==> src/rtl/hc595_shift_driver.sv <==
// Serialises a 16-bit {seg,sel} word into two chained 74HC595s and then latches it.
// A frame starts on din_vld, on a queued request, or on the periodic refresh timer.
// Define SEG595_LSB_FIRST_EN to shift din[0] out first instead of din[15].
module hc595_shift_driver #(
    parameter int CLK_DIV     = 2,
    parameter int REFRESH_CYC = 1000
) (
    input  logic        clk,
    input  logic        rst_n,
    input  logic [15:0] din,
    input  logic        din_vld,
    output logic        ds,
    output logic        shcp,
    output logic        stcp,
    output logic        oe_n,
    output logic        busy
);

    localparam int DIV_W = $clog2(2 * CLK_DIV + 1);
    localparam int REF_W = $clog2(REFRESH_CYC + 1);

    localparam logic [DIV_W-1:0] DIV_LO_END = DIV_W'(CLK_DIV - 1);
    localparam logic [DIV_W-1:0] DIV_HI_END = DIV_W'(2 * CLK_DIV - 1);
    localparam logic [REF_W-1:0] REF_END    = REF_W'(REFRESH_CYC - 1);

    localparam logic [1:0] S_IDLE  = 2'd0;
    localparam logic [1:0] S_SHIFT = 2'd1;
    localparam logic [1:0] S_LATCH = 2'd2;

    logic [1:0]       r_state;
    logic [15:0]      r_shreg;
    logic [3:0]       r_bit_cnt;
    logic [DIV_W-1:0] r_div_cnt;
    logic [REF_W-1:0] r_ref_cnt;
    logic             r_pending;
    logic             r_ds;
    logic             r_shcp;
    logic             r_stcp;
    logic             r_oe_n;
    logic             r_busy;

    logic             w_start;
    logic             w_bit_end;
    logic [15:0]      w_shreg_nxt;
    logic             w_first_bit;
    logic             w_next_bit;

    assign w_start   = (r_state == S_IDLE) &&
                       (din_vld || r_pending || (r_ref_cnt == REF_END));
    assign w_bit_end = (r_state == S_SHIFT) && (r_div_cnt == DIV_HI_END);

`ifdef SEG595_LSB_FIRST_EN
    assign w_shreg_nxt = r_shreg >> 1;
    assign w_first_bit = din[0];
    assign w_next_bit  = w_shreg_nxt[0];
`else
    assign w_shreg_nxt = r_shreg << 1;
    assign w_first_bit = din[15];
    assign w_next_bit  = w_shreg_nxt[15];
`endif

    // Data word: loaded only on the start cycle, so din may change freely mid-frame.
    always_ff @(posedge clk) begin
        if (w_start) begin
            r_shreg <= din;
        end else if (w_bit_end) begin
            r_shreg <= w_shreg_nxt;
        end
    end

    // Refresh timer and request queue; several requests during a frame collapse into one.
    always_ff @(posedge clk or negedge rst_n) begin
        if (!rst_n) begin
            r_ref_cnt <= '0;
            r_pending <= 1'b0;
        end else begin
            if (w_start) begin
                r_ref_cnt <= '0;
            end else if (r_ref_cnt != REF_END) begin
                r_ref_cnt <= r_ref_cnt + 1'b1;
            end
            r_pending <= (r_state != S_IDLE) ? (r_pending | din_vld) : 1'b0;
        end
    end

    always_ff @(posedge clk or negedge rst_n) begin
        if (!rst_n) begin
            r_state   <= S_IDLE;
            r_bit_cnt <= '0;
            r_div_cnt <= '0;
            r_ds      <= 1'b0;
            r_shcp    <= 1'b0;
            r_stcp    <= 1'b0;
            r_oe_n    <= 1'b1;
            r_busy    <= 1'b0;
        end else begin
            case (r_state)
                S_IDLE: begin
                    if (w_start) begin
                        r_state   <= S_SHIFT;
                        r_busy    <= 1'b1;
                        r_ds      <= w_first_bit;
                        r_bit_cnt <= '0;
                        r_div_cnt <= '0;
                    end
                end
                S_SHIFT: begin
                    if (r_div_cnt == DIV_HI_END) begin
                        r_div_cnt <= '0;
                        r_shcp    <= 1'b0;
                        r_bit_cnt <= r_bit_cnt + 4'd1;
                        if (r_bit_cnt == 4'd15) begin
                            r_state <= S_LATCH;
                            r_ds    <= 1'b0;
                            r_stcp  <= 1'b1;
                        end else begin
                            r_ds <= w_next_bit;
                        end
                    end else begin
                        r_div_cnt <= r_div_cnt + 1'b1;
                        if (r_div_cnt == DIV_LO_END) begin
                            r_shcp <= 1'b1;
                        end
                    end
                end
                S_LATCH: begin
                    // Outputs stay blanked until a complete word has been latched once.
                    if (r_div_cnt == DIV_LO_END) begin
                        r_div_cnt <= '0;
                        r_stcp    <= 1'b0;
                        r_busy    <= 1'b0;
                        r_oe_n    <= 1'b0;
                        r_state   <= S_IDLE;
                    end else begin
                        r_div_cnt <= r_div_cnt + 1'b1;
                    end
                end
                default: begin
                    r_state <= S_IDLE;
                end
            endcase
        end
    end

    assign ds   = r_ds;
    assign shcp = r_shcp;
    assign stcp = r_stcp;
    assign oe_n = r_oe_n;
    assign busy = r_busy;

endmodule
==> config.mk <==
export PLATFORM = sky130hd
export DESIGN_NAME = hc595_shift_driver
export DESIGN_NICKNAME = d
export VERILOG_FILES = /design/src/rtl/hc595_shift_driver.sv
export SDC_FILE = /design/constraint.sdc
export NUM_CORES = 1
export LEC_CHECK = 0
export CAP_MARGIN = 20
export CORE_MARGIN = 4
export CORE_UTILIZATION = 40
export DETAILED_ROUTE_END_ITERATION = 16
export GPL_ROUTABILITY_DRIVEN = 1
export GPL_TIMING_DRIVEN = 0
export PLACE_DENSITY = 0.64
export SLEW_MARGIN = 20
export SYNTH_ARGS = -nofsm -noshare
export SYNTH_HDL_FRONTEND = slang
export SYNTH_SLANG_ARGS = --single-unit
export TNS_END_PERCENT = 20
==> constraint.sdc <==
create_clock -name clk -period 2.5 [get_ports clk]
set_input_delay 0.5 -clock clk [delete_from_list [all_inputs] [get_ports clk]]
set_output_delay 0.5 -clock clk [all_outputs]
set_load 0.005 [all_outputs]
## After elaboration in Yosys (flattened, before gate mapping)

Cells that the tools add are included.

- Input port bits: 19
- Bits in registers: 40
- Word-level logic and storage cells: 75

- Mux-type cells: 29
- Equal/unequal tests: 11
- Reductions and logical operators: 20
- Bitwise gates (word level): 1
- Add/sub/neg operators: 3

Operators with widths:

| kind | count |
|---|---|
| $mux W15 | 2 |
| $mux W10 | 2 |
| $reduce_bool A2 Y1 | 7 |
| $add A10 B1 Y10 const B | 1 |
| $eq A10 B10 Y1 const B | 1 |
| $mux W1 | 10 |
| $ne A10 B10 Y1 const B | 1 |
| $mux W3 | 3 |
| $pmux W3 S3 | 1 |
| $mux W2 | 4 |
| $mux W4 | 2 |
| $pmux W4 S2 | 1 |
| $reduce_and A4 Y1 | 2 |
| $pmux W1 S2 | 3 |
| $pmux W2 S3 | 1 |
| $reduce_and A2 Y1 | 3 |
| $reduce_and A3 Y1 | 2 |
| $add A4 B1 Y4 const B | 1 |
| $eq A4 B4 Y1 const B | 1 |
| $ne A2 B1 Y1 const B | 2 |
| $ne A2 B2 Y1 const B | 2 |
| $add A3 B1 Y3 const B | 1 |
| $eq A3 B1 Y1 const B | 1 |
| $eq A3 B2 Y1 const B | 1 |
| 7 further kinds | 9 |

## Longest topological paths before layout

- Word-level depth: 5
- Gate-level depth with buffers: 7
- Mapped depth without buffers: 6

## Worst setup path after synthesis

No wires, ideal clock.

- Kind: reg-to-reg
- Start point: register r_ref_cnt[0]
- End point: register r_shreg[0] (enable)
- Arrival time: 1.649 ns
- Stages on the path, launching flop included: 7
- Path buffers: 1
- Required time: 2.134 ns
- Slack: 0.485 ns
- Clock period less this slack: 2.015 ns
- Path through: dfrtp_1 -> ha_1 -> nand4b_1 -> o31ai_4 -> nand2_4 -> buf_6 -> nand2_1

- Longest elaborated chain between the ends: 4

Ends and longest elaborated chain:

| element | line | text |
|---|---|---|
| start: declaration | 34 | `logic [REF_W-1:0] r_ref_cnt;` |
| start signal: assignment | 80 | `r_ref_cnt <= r_ref_cnt + 1'b1;` |
| $eq A10 B10 Y1 | 49 | `(din_vld \|\| r_pending \|\| (r_ref_cnt == REF_END));` |
| $logic_or A1 B1 Y1 | 49 |  |
| $logic_and A1 B1 Y1 | 48 | `assign w_start = (r_state == S_IDLE) &&` |
| $reduce_bool A2 Y1 (no line) | -- |  |
| end signal: assignment | 65 | `r_shreg <= din;` |
| end signal: assignment | 67 | `r_shreg <= w_shreg_nxt;` |
| end: declaration | 31 | `logic [15:0] r_shreg;` |

Every way passes these cells.
A chain may end at the register's enable or synchronous reset.

## Worst setup path after layout

- Start point: register r_ref_cnt[0]
- End point: register r_shreg[4] (enable)

The elaborated chain is that of the path after synthesis.

==> summary.md <==
| Metric | Value |
|---|---|
| Adder-cell share of the synthesized area | 0.0653 |
| DIE WIDTH | between 80 and 90 um |
| Final ANT Viol Nets | 0 |
| Startpoint Class | register |
| Setup Buffers After CTS | 0 |
| CP Max Fanout | 15 |
| Vias per inst | about 5.0 |
| CP endpoint kind | register |
| Area after DPL | roughly 2400 um2 |
| Initial Utilization | 0.413 |
| Final Cell Area | about 2600 um2 |
| Pwr per Cell Area | around 1100 nW/um2 |
| Skew-Pair Late Insertion Delay | around 0.29 ns |
| RR Endpoint | r_shreg[4] |
| Fmax | about 480 MHz |
| Worst R2R Setup Slack | 0.40 ns |
| Most common cell in the netlist | dfrtp_1 |
| Worst EP arrival | just over 2 ns |
| WS Path Type | register to register |
| RSZ-0062 raised after global routing | false |
| EDFF count, synth | 15 |
| Synthesized cell area | between 2000 and 2500 um2 |
| Vias in the first global route | 1412 |
| Most frequent cells after synthesis | dfrtp_1 (24), nor2_1 (16), edfxtp_1 (15) |
| Tightest Pin Transition | about 0.58 ns |
| Final Core Density | 0.500 |
| CTS Sinks | 40 |
| Rel. slew slack | 0.616 |
| TritonCTS buffer count | 5 |
| Clock transition at path regs | ~0.08 ns |
| Fin nets | between 200 and 250 |
| DRT iter0 DRCs | about 60 |
| Synthesis-to-layout area growth | 21.3% |
| Cts hold-fix bufs | 0 |
| CTS tree | yes |
| Mux cell area share after synthesis | 0.122 |
| Final wirelength | roughly 3800 um |
| Largest net degree at the start of global routing | 26 |
| DRC | 0 |
| Synthesized Nets | 204 |
| Antenna diodes | 0 |
| Worst vdd ir | roughly 0.00036 V |
| Synth Area in XOR/XNOR | 0.0333 |
| Final Cycle Share | 0.841 |
| Gr ovfl total | 0 |
| FF-to-FF Start | r_ref_cnt[0] |
| Ys flop type | dfrtp_1 |
| Largest family of logic cells by synthesized area | simple AND/OR/NAND/NOR gates |
| Synthesized instance count | approximately 170 |
| Worst slack, placed | -0.0198 ns |
| Register area share after synthesis | 0.511 |
| Die area | about 6500 um2 |
| Total of max-cap violations | 0 |
| Max Buffers Root-to-Sink | 2 |
| Row cnt | 26 |
| Number of I/O pins | 24 |
| Post-route minimum period | roughly 2.1 ns |
| Area of the core | approximately 5000 um2 |
| First-pass GRT wire length | roughly 6600 um |
| Layout cells sized above 1 | 0.190 |
| Ys Warns | 0 |
| Syn Area/Cell | 12.1 um2 |
| CTS Root Cell | clkbuf_8 |
| Routed WL per cell | 13.8 um |
| Dpl hpwl | 2690 um |
| Yosys reg bits | 40 |
| Distinct cell type count after synthesis | 45 |
| Post-CTS Resized | 0 |
| R2R depth | 6 |
| Synth area leader | dfrtp_1 |
| Final GP Congestion | roughly 0.74 |
| Leak Pwr | 0.00108 uW |
| Port Buf Inserts | 23 |
| Post-Synth Simple-Gate Area | 0.131 |
| Ys async rst share | 0.625 |
| GRT Util Overall | 0.133 |
| Number of antenna violations at the first check in global routing | 0 |
| Synth top area share | 0.285 |
| Routed vias | around 1.4k |
| Final-report max-slew violation count | 0 |
| Setup ws final | about 0.4 ns |
| Final Hold Vio Count | 0 |
| Die Y | slightly above 80 um |
| CTS H-tree depth | 2 |
| TritonRoute pass-1 iters | 4 |
| Final Skew | roughly 0.0075 ns |
| Worst hold path class | primary input to asynchronous set/reset pin |
| Final setup vio count | 0 |
| Required time of the critical path | about 2.5 ns |
| Synth Area in Compound Gates | 0.104 |
| Status | complete, no violations |
| Area contributors post-synth | dfrtp_1 (29%), edfxtp_1 (21%), ha_1 (6.5%), mux2_4 (6.4%), mux2_2 (4.8%) |
| Setup_tns | 0 ns |
| Final hold slack | about 0.20 ns |
-- final cells by class --
| type | count | area [um2] |
|---|---|---|
| plain buffers | 4 | 25.0 |
| clock buffers | 6 | 72.6 |
| clock inverters | 2 | 60.1 |
| fillers | 470 | 2550 |
| inverters | 12 | 45.0 |
| multi-input cells | 118 | 962 |
| flip-flops and latches | 40 | 1080 |
| well taps | 70 | 87.6 |
| repair buffers | 23 | 225 |
-- sequential cells by signal, indices dropped and copies added, names as in the netlist --
name and cells:
stcp 1, r_state 2, r_shreg 15, ds 1, r_ref_cnt 10, oe_n 1
shcp 1, busy 1, r_div_cnt 3, r_pending 1, r_bit_cnt 4
-- per-stage QoR --
| step | cells | power (uW) |
|---|---|---|
| 2_1_floorplan | 174 | 1890 |
| 3_3_place_gp | 267 | 2170 |
| 3_5_place_dp | 267 | 2180 |
| 4_1_cts | 275 | 2820 |
| 5_1_grt | 275 | 2980 |
| 6_report | 275 | 2790 |
-- cell usage in the layout, fill, tap and decap left out, types with 5 or more instances in the layout --
cell             synthesis  layout
a21oi_1                  6       6
nand3_1                  9       9
nand2_1                  9       8
nor2_1                  16      16
mux2_4                   9       9
mux2_2                   9       9
xnor2_1                  7       7
clkbuf_8                 0       5
edfxtp_1                15      15
ha_1                    11      11
clkdlybuf4s50_1          0      22
dfrtp_1                 24      24
inv_1                   12      12
-- where the power goes --
part           total [uW]  switching, uW  internal [uW]
clock                 623            224            399
sequential           1090            120            974
combinational        1070            532            539
total                2790            876           1910
-- cells by family (layout without fill, tap and decap cells) --
| logic type | count (synthesis) | count (layout) |
|---|---|---|
| buffers and inverters | 16 | 47 |
| XOR/XNOR | 8 | 8 |
| adder cells (fa/ha/maj) | 11 | 11 |
| AND/OR/NAND/NOR | 52 | 52 |
| multiplexers | 20 | 20 |
| flip-flops | 40 | 40 |
| AO/OA/AOI/OAI | 27 | 27 |
-- worst max-delay path by stage --
stage / start / to / slack, ns
4_1_cts: r_ref_cnt[0] / r_shreg[4] / 0.17
3_5_place_dp: din_vld / r_shreg[6] / -0.02
3_3_place_gp: din_vld / r_shreg[5] / -0.03
2_1_floorplan: r_ref_cnt[0] / r_shreg[0] / 0.48
6_report: r_ref_cnt[0] / r_shreg[4] / 0.40
5_1_grt: r_ref_cnt[1] / r_shreg[4] / 0.22
-- critical path, cell delays in order (launching register included) --
cell	delay (ns)
dfrtp_1	0.39
ha_1	0.24
nand4b_1	0.17
o31ai_4	0.37
nand2_4	0.14
buf_6	0.18
nand2_2	0.28
-- routing by layer --
metal / wire length (um) / up-vias / global-route usage
met3: 185 / 6 / 0.0348
met2: 1710 / 29 / 0.213
met1: 1820 / 648 / 0.169
met5: 0 / - / 0
li1: - / 681 / -
met4: 74 / 0 / 0.0557
Note: power is estimated with default switching activity, not from simulation.
